[src/rtl/tc0_pkg.sv]
// Shared types and prescaler tap masks for the Timer/Counter0 control sequencer.
package tc0_pkg;

  typedef enum logic [2:0] {
    CS_STOP     = 3'd0,
    CS_DIV1     = 3'd1,
    CS_DIV8     = 3'd2,
    CS_DIV64    = 3'd3,
    CS_DIV256   = 3'd4,
    CS_DIV1024  = 3'd5,
    CS_T0_FALL  = 3'd6,
    CS_T0_RISE  = 3'd7
  } cs_e;

  typedef enum logic [1:0] {
    WGM_NORMAL   = 2'd0,
    WGM_PC_PWM   = 2'd1,
    WGM_CTC      = 2'd2,
    WGM_FAST_PWM = 2'd3
  } wgm_e;

  typedef enum logic {
    DIR_DOWN = 1'b0,
    DIR_UP   = 1'b1
  } dir_e;

  localparam logic [9:0] TAP_DIV8    = 10'd7;
  localparam logic [9:0] TAP_DIV64   = 10'd63;
  localparam logic [9:0] TAP_DIV256  = 10'd255;
  localparam logic [9:0] TAP_DIV1024 = 10'd1023;

endpackage

[src/rtl/tc0_sequencer_if.sv]
// Control/status bundle between the TC0 register block/datapath (master) and the sequencer (slave).
interface tc0_sequencer_if;
  logic [2:0] cs;
  logic [1:0] wgm;
  logic       psr;
  logic       t0;
  logic       bottom;
  logic       top;
  logic       toie;
  logic       tov_clr;
  logic       status_reg_interrupt_enable;
  logic       interrupt_executed;
  logic       count;
  logic       clear;
  logic       direction;
  logic       tov;
  logic       interrupt_request;

  modport master (
    output cs, wgm, psr, t0, bottom, top, toie, tov_clr,
           status_reg_interrupt_enable, interrupt_executed,
    input  count, clear, direction, tov, interrupt_request
  );

  modport slave (
    input  cs, wgm, psr, t0, bottom, top, toie, tov_clr,
           status_reg_interrupt_enable, interrupt_executed,
    output count, clear, direction, tov, interrupt_request
  );
endinterface

[src/rtl/tc0_prescaler.sv]
// TC0 prescaler: free-running divider with tap decode and, when TC0_EXT_CLK_EN is
// defined, a synchronised t0 edge source for clock selects 6/7.
module tc0_prescaler
  import tc0_pkg::*;
#(
  parameter int PS_W     = 10,
  parameter int SYNC_STG = 2
) (
  input  logic       clk,
  input  logic       rst,
  input  logic [2:0] cs,
  input  logic       psr,
  input  logic       t0,
  output logic       tick,
  output logic       run
);

  cs_e             cs_r;
  logic [PS_W-1:0] ps_r;
  logic            run_s;
  logic            tap_s;
  logic            ext_tick_s;

`ifdef TC0_EXT_CLK_EN
  logic [SYNC_STG-1:0] sync_r;
  logic                prev_r;
  logic                edge_r;

  // Synchronise t0 and register the selected edge so it lands SYNC_STG+1 clocks after the pin.
  always_ff @(posedge clk or negedge rst) begin
    if (!rst) begin
      sync_r <= '0;
      prev_r <= 1'b0;
      edge_r <= 1'b0;
    end else begin
      sync_r <= {sync_r[SYNC_STG-2:0], t0};
      prev_r <= sync_r[SYNC_STG-1];
      if (cs_r == CS_T0_RISE) begin
        edge_r <= sync_r[SYNC_STG-1] & ~prev_r;
      end else if (cs_r == CS_T0_FALL) begin
        edge_r <= ~sync_r[SYNC_STG-1] & prev_r;
      end else begin
        edge_r <= 1'b0;
      end
    end
  end

  assign ext_tick_s = edge_r;
`else
  logic [SYNC_STG-1:0] unused_sync_s;
  assign unused_sync_s = {SYNC_STG{t0}};
  assign ext_tick_s    = 1'b0;
`endif

  // Tap decode works from the registered select so reset forces the strobe low.
  always_comb begin
    run_s = 1'b0;
    tap_s = 1'b0;
    case (cs_r)
      CS_STOP: begin
        run_s = 1'b0;
        tap_s = 1'b0;
      end
      CS_DIV1: begin
        run_s = 1'b1;
        tap_s = 1'b1;
      end
      CS_DIV8: begin
        run_s = 1'b1;
        tap_s = ((ps_r[9:0] & TAP_DIV8) == TAP_DIV8);
      end
      CS_DIV64: begin
        run_s = 1'b1;
        tap_s = ((ps_r[9:0] & TAP_DIV64) == TAP_DIV64);
      end
      CS_DIV256: begin
        run_s = 1'b1;
        tap_s = ((ps_r[9:0] & TAP_DIV256) == TAP_DIV256);
      end
      CS_DIV1024: begin
        run_s = 1'b1;
        tap_s = ((ps_r[9:0] & TAP_DIV1024) == TAP_DIV1024);
      end
      CS_T0_FALL, CS_T0_RISE: begin
`ifdef TC0_EXT_CLK_EN
        run_s = 1'b1;
        tap_s = ext_tick_s;
`else
        run_s = 1'b0;
        tap_s = ext_tick_s;
`endif
      end
      default: begin
        run_s = 1'b0;
        tap_s = 1'b0;
      end
    endcase
  end

  // Divider counter restarts on a prescaler reset or any clock-select change.
  always_ff @(posedge clk or negedge rst) begin
    if (!rst) begin
      cs_r <= CS_STOP;
      ps_r <= '0;
    end else begin
      cs_r <= cs_e'(cs);
      if (psr || (cs_e'(cs) != cs_r)) begin
        ps_r <= '0;
      end else if (run_s) begin
        ps_r <= ps_r + PS_W'(1);
      end else begin
        ps_r <= ps_r;
      end
    end
  end

  assign tick = tap_s;
  assign run  = run_s;

endmodule

[src/rtl/tc0_sequencer.sv]
// Timer/Counter0 control sequencer: count/clear/direction generation, TOV0 flag and
// interrupt handshake. External t0 clocking is enabled with `define TC0_EXT_CLK_EN.
module tc0_sequencer
  import tc0_pkg::*;
#(
  parameter int PS_W     = 10,
  parameter int SYNC_STG = 2
) (
  input  logic            clk,
  input  logic            rst,
  tc0_sequencer_if.slave  bus
);

  logic tick_s;
  logic run_s;
  logic clear_s;
  logic ovf_s;
  wgm_e wgm_s;
  dir_e dir_r;
  logic tov_r;

  tc0_prescaler #(
    .PS_W     (PS_W),
    .SYNC_STG (SYNC_STG)
  ) u_prescaler (
    .clk  (clk),
    .rst  (rst),
    .cs   (bus.cs),
    .psr  (bus.psr),
    .t0   (bus.t0),
    .tick (tick_s),
    .run  (run_s)
  );

  assign wgm_s = wgm_e'(bus.wgm);

  // Clear and overflow decode; in CTC top is the compare match, so it clears but never overflows.
  always_comb begin
    clear_s = 1'b0;
    ovf_s   = 1'b0;
    case (wgm_s)
      WGM_NORMAL: begin
        clear_s = 1'b0;
        ovf_s   = tick_s & bus.top;
      end
      WGM_PC_PWM: begin
        clear_s = 1'b0;
        ovf_s   = tick_s & bus.bottom & (dir_r == DIR_DOWN);
      end
      WGM_CTC: begin
        clear_s = tick_s & bus.top;
        ovf_s   = 1'b0;
      end
      WGM_FAST_PWM: begin
        clear_s = tick_s & bus.top;
        ovf_s   = tick_s & bus.top;
      end
      default: begin
        clear_s = 1'b0;
        ovf_s   = 1'b0;
      end
    endcase
  end

  // Direction FSM and overflow flag; a new overflow beats a coincident clear or acknowledge.
  always_ff @(posedge clk or negedge rst) begin
    if (!rst) begin
      dir_r <= DIR_UP;
      tov_r <= 1'b0;
    end else begin
      if (!run_s) begin
        dir_r <= dir_r;
      end else if (wgm_s != WGM_PC_PWM) begin
        dir_r <= DIR_UP;
      end else begin
        case (dir_r)
          DIR_UP:   dir_r <= (tick_s && bus.top)    ? DIR_DOWN : DIR_UP;
          DIR_DOWN: dir_r <= (tick_s && bus.bottom) ? DIR_UP   : DIR_DOWN;
          default:  dir_r <= DIR_UP;
        endcase
      end

      if (ovf_s) begin
        tov_r <= 1'b1;
      end else if (bus.interrupt_executed || bus.tov_clr) begin
        tov_r <= 1'b0;
      end else begin
        tov_r <= tov_r;
      end
    end
  end

  assign bus.count             = tick_s;
  assign bus.clear             = clear_s;
  assign bus.direction         = dir_r;
  assign bus.tov               = tov_r;
  assign bus.interrupt_request = tov_r & bus.toie & bus.status_reg_interrupt_enable;

endmodule

[src/flat_wrapper.sv]
// flat-port wrapper written by rule: the top's interface ports become plain ports
module tc0_sequencer_flat import tc0_pkg::*;
#(
  parameter int PS_W     = 10,
  parameter int SYNC_STG = 2
)
  (clk, rst, bus_cs, bus_wgm, bus_psr, bus_t0, bus_bottom, bus_top, bus_toie, bus_tov_clr, bus_status_reg_interrupt_enable, bus_interrupt_executed, bus_count, bus_clear, bus_direction, bus_tov, bus_interrupt_request);
  tc0_sequencer_if bus_i ();
  input  logic clk;
  input  logic rst;
  input wire logic [$bits(bus_i.cs)-1:0] bus_cs;
  input wire logic [$bits(bus_i.wgm)-1:0] bus_wgm;
  input wire logic [$bits(bus_i.psr)-1:0] bus_psr;
  input wire logic [$bits(bus_i.t0)-1:0] bus_t0;
  input wire logic [$bits(bus_i.bottom)-1:0] bus_bottom;
  input wire logic [$bits(bus_i.top)-1:0] bus_top;
  input wire logic [$bits(bus_i.toie)-1:0] bus_toie;
  input wire logic [$bits(bus_i.tov_clr)-1:0] bus_tov_clr;
  input wire logic [$bits(bus_i.status_reg_interrupt_enable)-1:0] bus_status_reg_interrupt_enable;
  input wire logic [$bits(bus_i.interrupt_executed)-1:0] bus_interrupt_executed;
  output wire logic [$bits(bus_i.count)-1:0] bus_count;
  output wire logic [$bits(bus_i.clear)-1:0] bus_clear;
  output wire logic [$bits(bus_i.direction)-1:0] bus_direction;
  output wire logic [$bits(bus_i.tov)-1:0] bus_tov;
  output wire logic [$bits(bus_i.interrupt_request)-1:0] bus_interrupt_request;
  assign bus_i.cs = bus_cs;
  assign bus_i.wgm = bus_wgm;
  assign bus_i.psr = bus_psr;
  assign bus_i.t0 = bus_t0;
  assign bus_i.bottom = bus_bottom;
  assign bus_i.top = bus_top;
  assign bus_i.toie = bus_toie;
  assign bus_i.tov_clr = bus_tov_clr;
  assign bus_i.status_reg_interrupt_enable = bus_status_reg_interrupt_enable;
  assign bus_i.interrupt_executed = bus_interrupt_executed;
  assign bus_count = bus_i.count;
  assign bus_clear = bus_i.clear;
  assign bus_direction = bus_i.direction;
  assign bus_tov = bus_i.tov;
  assign bus_interrupt_request = bus_i.interrupt_request;
  tc0_sequencer #(.PS_W(PS_W), .SYNC_STG(SYNC_STG)) u_core (.clk(clk), .rst(rst), .bus(bus_i));
endmodule
[config.mk]
export PLATFORM = sky130hd
export DESIGN_NAME = tc0_sequencer_flat
export DESIGN_NICKNAME = d
export VERILOG_FILES = /design/src/rtl/tc0_pkg.sv /design/src/rtl/tc0_sequencer_if.sv /design/src/rtl/tc0_prescaler.sv /design/src/rtl/tc0_sequencer.sv /design/src/flat_wrapper.sv
export SDC_FILE = /design/constraint.sdc
export NUM_CORES = 1
export LEC_CHECK = 0
export BUFFER_PORTS_ARGS = -buffer_cell sky130_fd_sc_hd__buf_2
export CAP_MARGIN = 20
export CORE_UTILIZATION = 51
export DETAILED_ROUTE_END_ITERATION = 8
export PLACE_DENSITY_LB_ADDON = 0.3
export SKIP_LAST_GASP = 1
export SLEW_MARGIN = 20
export SYNTH_ARGS = -nofsm -noshare
export SYNTH_HDL_FRONTEND = slang
export SYNTH_SLANG_ARGS = --single-unit
[constraint.sdc]
create_clock -name clk -period 1.96 [get_ports clk]
set_clock_uncertainty 0.05 [all_clocks]
set_input_delay 0.294 -clock clk [delete_from_list [all_inputs] [get_ports clk]]
set_output_delay 0.294 -clock clk [all_outputs]
set_load 0.005 [all_outputs]
# Word level (Yosys, flattened, before mapping)
# Index checks and enable logic that the tools add are counted.
[op_classes]
bitwise_logic = 6
reduce_logical = 13
addsub = 1
n_eq_ne = 16
muxes = 12
[ops]
columns = ["cell", "count"]
rows = [
  ["10-bit 2-to-1 mux", 2],
  ["3-bit == test, second input constant", 5],
  ["10-bit by 1-bit adder with 10-bit output, second input constant", 1],
  ["10-bit == test, second input constant", 1],
  ["8-bit == test, second input constant", 1],
  ["3-bit by 2-bit == test with 1-bit output, second input constant", 2],
  ["6-bit == test, second input constant", 1],
  ["1-bit one-hot mux with 2 select lines", 3],
  ["1-bit one-hot mux with 6 select lines", 1],
  ["2-bit OR reduction", 3],
  ["1-bit bitwise AND", 5],
  ["1-bit 2-to-1 mux", 5],
  ["5-bit OR reduction", 1],
  ["2-bit == test, second input constant", 2],
  ["2-bit nonzero test", 2],
  ["3-bit by 1-bit == test with 1-bit output, second input constant", 1],
  ["3-bit zero test", 1],
  ["3-bit inequality test", 1],
  ["1-bit one-hot mux with 3 select lines", 1],
  ["3-bit OR reduction", 1],
  ["2-bit by 1-bit == test with 1-bit output, second input constant", 1],
  ["1-bit logical AND", 2],
  ["2-bit zero test", 1],
  ["1-bit logical OR", 2],
  ["other kinds (2)", 2],
]
[word_totals]
word_cells = 52
reg_bits = 15
input_bits = 15
out_inout_bits = 5

# Depth between registers and ports, before layout
# Gate-level depths: netlist (run 1).
[logic_depth]
depth_word = 7
depth_mapped = 6
ltp_nobuf = 6

# Cells and area by module
# From an unflattened synthesis (run 1), not the netlist that was laid out.
[hier_totals]
hier_cells = 91
area_unflattened_um2 = 913.4
[modules_own_cells]
columns = ["mod", "instances", "cells_each", "area_per_inst_um2"]
rows = [
  ["tc0_prescaler", 1, 70, 732.0],
  ["tc0_sequencer", 1, 21, 181.4],
]

# Least setup slack after synthesis (run 1)
# No wires, ideal clock.
[synth_path]
path_type = "flip-flop to flip-flop"
startpoint = "reg u_core.u_prescaler.ps_r[0]"
endpoint = "reg u_core.dir_r, in the netlist u_core.bus.direction"
t_required_ps = 1827
synth_period_minus_slack_ps = 1760
setup_slack_ps = 200
setup_time_ps = 83
path_stages_with_launch = 7
path_buffers = 0
arrival_ps = 1627
path_cell_list = "dfrtp_1 > ha_1 > ha_1 > nand3b_1 > a21oi_1 > or3_1 > a221o_1"
[synth_via]
elab_chain_cells = 6
elab_cells_between_ends = 11
[synth_rtl]
columns = ["element", "line_no", "text"]
rows = [
  ["start, declared", "tc0_prescaler.sv:19", "logic [PS_W-1:0] ps_r;"],
  ["start signal, assigned", "tc0_prescaler.sv:110", "ps_r <= ps_r + PS_W'(1);"],
  ["start signal, assigned", "tc0_prescaler.sv:112", "ps_r <= ps_r;"],
  ["10-bit == test (tied with other cells)", "tc0_prescaler.sv:82", "tap_s = ((ps_r[9:0] & TAP_DIV1024) == TAP_DIV1024);"],
  ["1-bit one-hot mux with 6 select lines (*)", "tc0_prescaler.sv:59", "case (cs_r)"],
  ["via bus_count", "flat_wrapper.sv:21", "output wire logic [$bits(bus_i.count)-1:0] bus_count;"],
  ["1-bit logical AND, on equally long branches", "tc0_sequencer.sv:78, tc0_sequencer.sv:77", ""],
  ["1-bit 2-to-1 mux, on equally long branches", "tc0_sequencer.sv:78, tc0_sequencer.sv:77", ""],
  ["1-bit one-hot mux with 2 select lines (*)", "tc0_sequencer.sv:76", "case (dir_r)"],
  ["1-bit 2-to-1 mux (*)", "tc0_sequencer.sv:73", "end else if (wgm_s != WGM_PC_PWM) begin"],
  ["end signal, assigned", "tc0_sequencer.sv:72", "dir_r <= dir_r;"],
  ["end signal, assigned", "tc0_sequencer.sv:77", "DIR_UP: dir_r <= (tick_s && bus.top) ? DIR_DOWN : DIR_UP;"],
  ["end signal, assigned", "tc0_sequencer.sv:78", "DIR_DOWN: dir_r <= (tick_s && bus.bottom) ? DIR_UP : DIR_DOWN;"],
  ["end, declared", "tc0_sequencer.sv:19", "dir_e dir_r;"],
]
# The timed path passes the listed nets; every way through them passes the cells marked *.
# A chain may end at the register's enable or synchronous reset.

# Worst setup path after layout (run 1)
[layout_path]
startpoint = "reg u_core.u_prescaler.ps_r[1]"
endpoint = "out bus_count"
[layout_via]
elab_chain_cells = 2
elab_cells_between_ends = 5
[layout_rtl]
columns = ["element", "line_no"]
rows = [
  ["10-bit == test (tied with other cells)", "tc0_prescaler.sv:82"],
  ["1-bit one-hot mux with 6 select lines (*)", "tc0_prescaler.sv:59"],
  ["end, declared", "flat_wrapper.sv:21"],
]
# Mark *: on every way between the ends. The rest lies on a longest branch, timed or not.

==> results of run 1 <==
-- worst max-delay path by stage --
stage / endpoint / slack (ps) / cells past startpoint
final: bus_count / -90 / 6
after CTS: bus_count / -100 / 6
after detailed placement: bus_count / 110 / 6
after global placement: bus_count / 130 / 6
after floorplan: u_core.bus.direction / 200 / 6
after global routing: bus_count / -140 / 6
-- cell type report --
type	count	area share, %
inverters	3	1.045
multi-input cells	69	47.74
repair buffers	22	11.96
clock buffers	4	2.439
well taps	16	1.858
flip-flops and latches	15	34.96
-- cells in the final DEF, fill, tap and decap left out, drive strengths merged --
master | netlist | routed
inv | 3 | 3
dfstp | 1 | 1
nor2b | 2 | 2
nand2 | 5 | 5
mux2i | 2 | 2
or3 | 5 | 5
nor4b | 1 | 1
buf | 2 | 21
nand3b | 1 | 1
xor2 | 6 | 6
dfrtp | 14 | 14
nand4 | 3 | 3
a21boi | 1 | 1
and2 | 2 | 2
nor3 | 1 | 1
clkbuf | 1 | 4
ha | 6 | 6
or4 | 1 | 1
nand3 | 4 | 4
xnor2 | 2 | 2
a22o | 1 | 1
a21oi | 4 | 4
a221o | 1 | 1
dlygate4sd3 | 0 | 1
and3 | 3 | 3
o31ai | 1 | 1
nand2b | 2 | 2
and4 | 1 | 1
o21ai | 4 | 4
nor2 | 10 | 10
-- per-stage QoR --
step | setup WS (ps) | std cells
final | -86.92 | 129
after global routing | -142.1 | 129
after CTS | -101.4 | 129
after detailed placement | 111.9 | 121
after global placement | 131.2 | 121
after floorplan | 199.7 | 90
-- cell families after synthesis --
logic type,Yosys count
multiplexers,2
buffers and inverters,6
AND/OR/NAND/NOR,41
XOR/XNOR,8
flip-flops,15
adder cells (fa/ha/maj),6
AO/OA/AOI/OAI,12
-- power breakdown --
part           internal, W  leakage [nW]  total (W)  switching (W)
Sequential        0.000315         0.199   0.000323     0.00000776
Clock            0.0000793        0.0150   0.000181       0.000102
Combinational    0.0000355         0.281  0.0000693      0.0000338
-- routing by layer --
metal	up-vias	global-route usage, %	part of all wire, %
li1	359	-	-
met4	0	12.50	3.1
met5	-	0	0
met1	338	26.42	44
met3	7	6.667	3.5
met2	13	36.06	49
-- timing repair --
action                     4_1_cts  5_1_grt
setup endpoints to repair        2        2
buffers inserted                 3        0
pin swaps                        5        2
gates resized for setup          9        0
hold buffers                     1        0
hold endpoints to repair        14        0
-- synth_stat cells (2+ instances only) --
library cell	number	area (um^2)
nand2b_1	2	12.51
nand4_1	3	18.77
nor2_1	10	37.54
a21oi_1	4	20.02
nand2_1	5	18.77
xnor2_1	2	17.52
xor2_1	6	52.55
ha_1	6	75.07
inv_1	3	11.26
and3_1	3	18.77
o21ai_0	4	20.02
dfrtp_1	14	350.3
mux2i_1	2	20.02
or3_1	5	31.28
nand3_1	4	20.02
-- sequential cells by signal, indices dropped and copies added (netlist names) --
register                 count
u_core.bus.direction         1
u_core.u_prescaler.cs_r      3
u_core.bus.tov               1
u_core.u_prescaler.ps_r     10
==> impl_metrics.ini, run 1 <==
[run_status]
outcome = finished with violations
violations = design-rule violations, negative setup slack

[power]
power.density_mw_per_mm2 = 532.5
peakVddDrop_v = 0.0004408
p_leak_nw = 0.4944
power_w = 0.0005737

[cells_and_area]
final_cell_area_mm2 = 0.001077
multi_input_area_um2 = 514.2
drive_gt1_share_pct = 29.20
n_antenna_cell = 0
layout.nets = 135
register_area_um2 = 376.6
syn_to_final_growth_pct = 22.82
final_util_pct = 69.10
nFillCells = 123

[logic_synthesis]
synth_compound_gate_area_share_pct = 8.417
synth_simple_gate_area_share_pct = 26.25
synth_warnings = 0
ys_ff_latch = 15
ys_seq_area_share_pct = 42.94
synth_xor_area_share_pct = 7.989
synth_top_family_by_area = simple AND/OR/NAND/NOR gates
async_reset_ff_share_pct = 100.0
synth_cell_types = 32
syn_area_per_cell_um2 = 9.745
synthCells = 90
synth_edf_count = 0
ys.flop_type = dfrtp_1
synth_fa_ha_area_share_pct = 8.559
syn_area_um2 = 877.1
muxShareOfSynthArea_pct = 2.282
syn_nets = 111

[hold_path]
hold_class = in -> reg
hp-start = bus_cs[1]
hold_end = u_core.u_prescaler.cs_r[1]
worstHoldPathCells = 1

[worst_setup_path]
rr_worst_depth = 7
critPathMaxFanout = 3
regToRegStartpoint = u_core.u_prescaler.ps_r[1]
crit_top_cell = ha_4
startpoint_type = flop
crit_buf_inv = 1
max_stage_delay_ps = 410
path_cells = ha_4, ha_4, nand3b_1, a21oi_2, or3_4, buf_6
cp-end-kind = output port
slowest_stage = dfrtp_1
worstSetupStartpoint = u_core.u_prescaler.ps_r[1]
path_class = reg -> out
crit_arrival_ps = 1700
r2r_end = u_core.bus.direction
cp_top_family = simple AND/OR/NAND/NOR gates
reg2reg_slack_ps = 110
cp.required_ps = 1620

[global_routing]
grt_max_degree = 16
first_global_vias = 723
antenna_found_initial = 0
grt_pass1_wl_um = 3022
gr-total-overflow = 0
grt_usage_pct = 22.27

[clock_network]
cts_sinks = 15
cts_buffer_depth = 2
root_buffer = clkbuf_4
cts_tree = done
insertion_delay_ps = 290
numCtsBuffers = 3
clk_pin_slew_ps = 80
cts_max_level = 1

[routing]
wirelength_um = 1690
antenna_left = 0
dr.pass1.iters = 6
wl_per_cell_um = 13.10
drt_iter0_markers = 7
vias_per_cell = 5.558
via_count = 717
drc = 2

[floorplanning]
core_mm2 = 0.001559
core.rowCount = 14
initial_utilization_pct = 56.26
io_pins = 20
die_h_um = 43.47
die_w_um = 43.47
die-area_mm2 = 0.001890

[sta]
clock.fmax_mhz = 488.5
whs_ps = 77.81
rsz0062_at_grt = yes
fin_tns_setup_ps = -123.2
post-route-min-period_ps = 2047
worstMarginPinSlew_ps = 331.7
finalMaxSlewViolations = 0
setup_viol = 2
finalHoldViolCount = 0
timing.final.ws_setup_ps = -86.92
fin_crit_sh_pct = 104.4
relSlewSlack_pct = 77.88

[placement]
dpl-instance-area_um2 = 967.2
portBuffers = 18
routabilityCongestion = 0.7702
hpwl_um = 1178

[job]
max_cap_violations = 0
(Power assumes the default switching activity.)
==> run 2: changes to the inputs <==
==> constraint.sdc (replaced) <==
create_clock -name clk -period 1.96 [get_ports clk]
set_clock_uncertainty 0.05 [all_clocks]
set_input_delay 0.588 -clock clk [delete_from_list [all_inputs] [get_ports clk]]
set_output_delay 0.588 -clock clk [all_outputs]
set_load 0.005 [all_outputs]
==> run 2 against run 1 <==
The run still ends with design-rule violations, negative setup slack left. Critical path type unchanged. Clock-buffer cell count unchanged. Largest power group unchanged. Global-route usage rose by 1.3 points. Via count is 4.5% higher. Power grew 0.65%. Critical path depth is the same. Largest cell class unchanged. Register-to-register slack got worse by 40 ps. Flip-flop and latch count stayed put. Utilization rose by 3.9 points. Sequential power is essentially flat. Clock power hardly changed. Cell count increased by 3.9%. First-iteration DRC count grew 71%.
==> impl_metrics.ini, run 2 (synthesis gave the netlist of run 1 again) <==
[cells_and_area]
syn_to_final_growth_pct = 29.81
final_cell_mix = buf_2, dfrtp_1, nor2_1
multi_input_area_um2 = 540.5
largest_reg_flops = 10
final_cell_area_mm2 = 0.001139
n_antenna_cell = 0
regMostFlops = u_core.u_prescaler.ps_r
reg.largest.list = u_core.u_prescaler.ps_r: 10 flops, u_core.u_prescaler.cs_r: 3 flops
nFillCells = 114
drive_gt1_share_pct = 34.75
layout.nets = 140
mostFrequentLayoutCell = buf_2
register_area_um2 = 376.6

[power]
peakVddDrop_v = 0.0004120
power.density_mw_per_mm2 = 507.1
p_leak_nw = 0.5291

[global_routing]
grt_usage_pct = 23.59
first_global_vias = 702
antenna_found_initial = 0
gr-total-overflow = 0
grt_max_degree = 16
grt_pass1_wl_um = 3160

[routing]
wirelength_um = 1927
via_count = 749
vias_per_cell = 5.590
dr.pass1.iters = 6
drc = 2
drt_iter0_markers = 12
antenna_left = 0
wl_per_cell_um = 14.38

[clock_network]
cts_sinks = 15
cts_max_level = 1
clk_pin_slew_ps = 90
root_buffer = clkbuf_4
cts_tree = done
numCtsBuffers = 3
cts_buffer_depth = 2
insertion_delay_ps = 290

[sta]
finalMaxSlewViolations = 0
relSlewSlack_pct = 77.26
clock.fmax_mhz = 421.2
rsz0062_at_grt = yes
timing.final.ws_setup_ps = -414.2
fin_crit_sh_pct = 121.1
post-route-min-period_ps = 2374
finalHoldViolCount = 0
whs_ps = 130.7
setup_viol = 2
worstMarginPinSlew_ps = 341.1

[run_status]
outcome = finished with violations
violations = design-rule violations, negative setup slack

[placement]
dpl-instance-area_mm2 = 0.001027
portBuffers = 18
pre_cts_slack_ps = -143.9
routabilityCongestion = 0.7593
hpwl_um = 1314

[worst_setup_path]
crit_arrival_ps = 1740
max_stage_delay_ps = 420
slowest_stage = dfrtp_1
critPathMaxFanout = 3
crit_top_cell = ha_4
cp.required_ps = 1320
path_cells = ha_4, ha_4, nand3b_1, a21oi_2, or3_4, buf_6
path_class = reg -> out
startpoint_type = flop
cp-end-kind = output port

[hold_path]
hold_class = in -> async

[floorplanning]
die-area_mm2 = 0.001890
die_w_um = 43.47
initial_utilization_pct = 56.26
core_mm2 = 0.001559
core.rowCount = 14
io_pins = 20
die_h_um = 43.47

[job]
max_cap_violations = 0
==> run 2: cell types whose count changed in the layout (fill, tap and decap cells not counted) <==
cell,change
dlygate4sd3_1,-1
nand3_1,-1
nand3_4,+1
a21boi_1,+1
nor3_2,+1
nor4b_2,-1
a21boi_0,-1
nor3_1,-1
nor4b_4,+1
buf_4,+6
==> run 2: cell type report <==
| cell class | count | area share, % |
|---|---|---|
| inverters | 3 | 0.9890 |
| repair buffers | 27 | 14.40 |
| flip-flops and latches | 15 | 33.08 |
| well taps | 16 | 1.758 |
| multi-input cells | 69 | 47.47 |
| clock buffers | 4 | 2.308 |
==> run 2: timing repair <==
| action | CTS | global route |
|---|---|---|
| setup buffers | 0 | 1 |
| hold buffers | 0 | 0 |
| endpoints found under the setup margin | 2 | 2 |
| resized for setup | 6 | 8 |
| pin swaps | 4 | 3 |
==> run 2: metrics by stage <==
stage          util (%)  std cells  TNS [ps]  total power, W
3_5_place_dp      65.89        129    -285.6       0.0003969
3_3_place_gp      65.89        129    -181.6       0.0003939
5_1_grt           73.03        134    -917.2       0.0006077
6_report          73.03        134    -789.1       0.0005774
4_1_cts           69.50        133    -811.4       0.0005803
2_1_floorplan         -         90         0       0.0003643
==> run 2: worst paths after layout <==
| path | startpoint | endpoint | slack, ps | depth (start not counted) |
|---|---|---|---|---|
| setup / recovery | u_core.u_prescaler.ps_r[1] | bus_count | -410 | 6 |
| hold / removal | rst | u_core.bus.tov | 130 | 1 |
| setup reg to reg | u_core.u_prescaler.ps_r[1] | u_core.bus.direction | 70 | 7 |
| hold reg to reg | u_core.bus.tov | u_core.bus.tov | 470 | 1 |
| max in group asynchronous | rst | u_core.bus.direction | 1430 | 1 |
| min in group clk | bus_cs[1] | u_core.u_prescaler.cs_r[1] | 370 | 1 |
==> run 2: per-layer routing <==
layer / vias up / share of wire, % / track usage, %
li1: 371 / - / -
met1: 360 / 41 / 30.19
met2: 13 / 54 / 37.27
met3: 5 / 3.7 / 7.917
met4: 0 / 1.2 / 8.750
met5: - / 0 / 0
==> run 2: critical path, delay by kind of cell (launching register included) <==
family | cells | cell delay, ps
buffers and inverters | 1 | 120
flip-flops | 1 | 420
adder cells (fa/ha/maj) | 2 | 350
AND/OR/NAND/NOR | 2 | 490
AO/OA/AOI/OAI | 1 | 70
==> run 2: power breakdown <==
| group | internal [W] | leakage [nW] | switching, W |
|---|---|---|---|
| Clock | 0.0000794 | 0.0150 | 0.000101 |
| Combinational | 0.0000372 | 0.315 | 0.0000391 |
| Sequential | 0.000315 | 0.199 | 0.00000577 |
==> run 3: changes to the inputs <==
- PLACE_DENSITY: not set -> 0.75
- PLACE_DENSITY_LB_ADDON: 0.3 -> not set
- RECOVER_POWER: not set -> 50
==> run 3 against run 2 <==
The flow still finishes with violations (design-rule violations, negative setup slack). Die area stayed put. Sequential share of layout area is 0.32 points lower. Combinational power is 1% lower. Critical path type unchanged. Largest cell class unchanged.
==> impl_metrics.ini, run 3 (synthesis gave the netlist of run 1 again) <==
[run_status]
outcome = finished with violations
violations = design-rule violations, negative setup slack

[cells_and_area]
layout.nets = 142
nFillCells = 116
final_cell_mix = buf_2, dfrtp_1, buf_4
register_area_um2 = 376.6
final_util_pct = 73.76
multi_input_area_um2 = 540.5
reg.largest.list = u_core.u_prescaler.ps_r: 10 flops, u_core.u_prescaler.cs_r: 3 flops
drive_gt1_share_pct = 33.33
n_antenna_cell = 0
largest_reg_flops = 10
syn_to_final_growth_pct = 31.10
regMostFlops = u_core.u_prescaler.ps_r
final_cells = 136
final_cell_area_mm2 = 0.001150

[worst_setup_path]
critPathMaxFanout = 3
cp-end-kind = output port
startpoint_type = flop
rr_worst_depth = 7
path_class = reg -> out
reg2reg_slack_ps = 90
crit_arrival_ps = 1720
cp.required_ps = 1320

[floorplanning]
die-area_mm2 = 0.001890
initial_utilization_pct = 56.26
core_mm2 = 0.001559
core.rowCount = 14
die_h_um = 43.47
io_pins = 20
die_w_um = 43.47

[placement]
routabilityCongestion = 0.7601
dpl-instance-area_mm2 = 0.001027
portBuffers = 18
dp.cells = 129
pre_cts_slack_ps = -131.5
hpwl_um = 1319

[global_routing]
grt_pass1_wl_um = 3001
gr-total-overflow = 0
grt_usage_pct = 22.61
first_global_vias = 702
grt_max_degree = 16
antenna_found_initial = 0

[clock_network]
cts_sinks = 15
insertion_delay_ps = 290
clk_pin_slew_ps = 80
cts_tree = done
root_buffer = clkbuf_4
numCtsBuffers = 3
cts_max_level = 1
cts_buffer_depth = 2

[sta]
relSlewSlack_pct = 47.96
fin_crit_sh_pct = 120.1
clock.fmax_mhz = 424.9
post-route-min-period_ps = 2353
rsz0062_at_grt = yes
finalMaxSlewViolations = 0
timing.final.ws_setup_ps = -393.4
worstMarginPinSlew_ps = 780.6
setup_viol = 2
whs_ps = 290.7
finalHoldViolCount = 0

[power]
p_int_w = 0.0004326
p_sw_share_pct = 24.79
peakVddDrop_v = 0.0004728
p_leak_nw = 0.5320
switching_power_w = 0.0001426
pwr-share-comb_pct = 13.1
power.density_mw_per_mm2 = 500.3
clock_power_share_pct = 31.0
seq_power_share_pct = 55.9

[routing]
drc = 2
antenna_left = 0
via_count = 743
dr.pass1.iters = 6
wirelength_um = 1871
drt_iter0_markers = 5
wl_per_cell_um = 13.76
vias_per_cell = 5.463

[hold_path]
hold_class = in -> async

[job]
max_cap_violations = 0
==> run 3: cell types whose count changed in the layout (fill, tap and decap cells not counted), sizes merged <==
cell,change
clkbuf,+3
buf,-1
==> run 3: metal layers <==
layer	up-vias	GRT usage [%]	part of all wire, %
li1	376	-	-
met1	347	25.61	42
met2	15	38.18	53
met3	5	7.500	3.6
met4	0	11.25	1.8
met5	-	0	0
==> run 3: power groups by stage <==
stage                     Combinational (W)  Clock [W]  Sequential [W]
after global routing              0.0000848   0.000201        0.000323
after CTS                         0.0000723   0.000186        0.000320
after global placement            0.0000681          0        0.000326
final                             0.0000755   0.000178        0.000321
after floorplan                   0.0000374          0        0.000327
after detailed placement          0.0000699          0        0.000326
==> run 3: repair_timing <==
action	CTS	global route
setup endpoints to repair	2	3
gates resized for setup	4	10
hold buffers	0	0
pin swaps	4	5
setup buffers	1	2
==> run 3: metrics by stage <==
stage          TNS [ps]  power [W]
2_1_floorplan         0  0.0003643
3_3_place_gp     -178.9  0.0003940
3_5_place_dp     -256.2  0.0003963
4_1_cts          -817.0  0.0005784
5_1_grt          -860.9  0.0006081
6_report         -732.8  0.0005752
==> run 3: worst paths after layout <==
kind | end | start
worst max-delay path | bus_count | u_core.u_prescaler.ps_r[0]
worst min-delay path | u_core.bus.tov | rst
worst max register to register | u_core.bus.direction | u_core.u_prescaler.ps_r[0]
worst min register to register | u_core.bus.tov | u_core.bus.tov
max in group asynchronous | u_core.u_prescaler.ps_r[1] | rst
min in group clk | u_core.u_prescaler.cs_r[0] | bus_cs[0]
==> run 3: worst max-delay path, stage by stage, from the launching register on <==
cell and delay (ps):
dfrtp_1 420, ha_4 200, ha_4 150, nand3b_1 110
a21oi_2 80, or3_4 340, buf_6 120
==> run 3: cell type report <==
cell class	count	area share (%)
repair buffers	29	15.23
multi-input cells	69	47.01
inverters	3	0.9793
clock buffers	4	2.285
flip-flops and latches	15	32.75
well taps	16	1.741
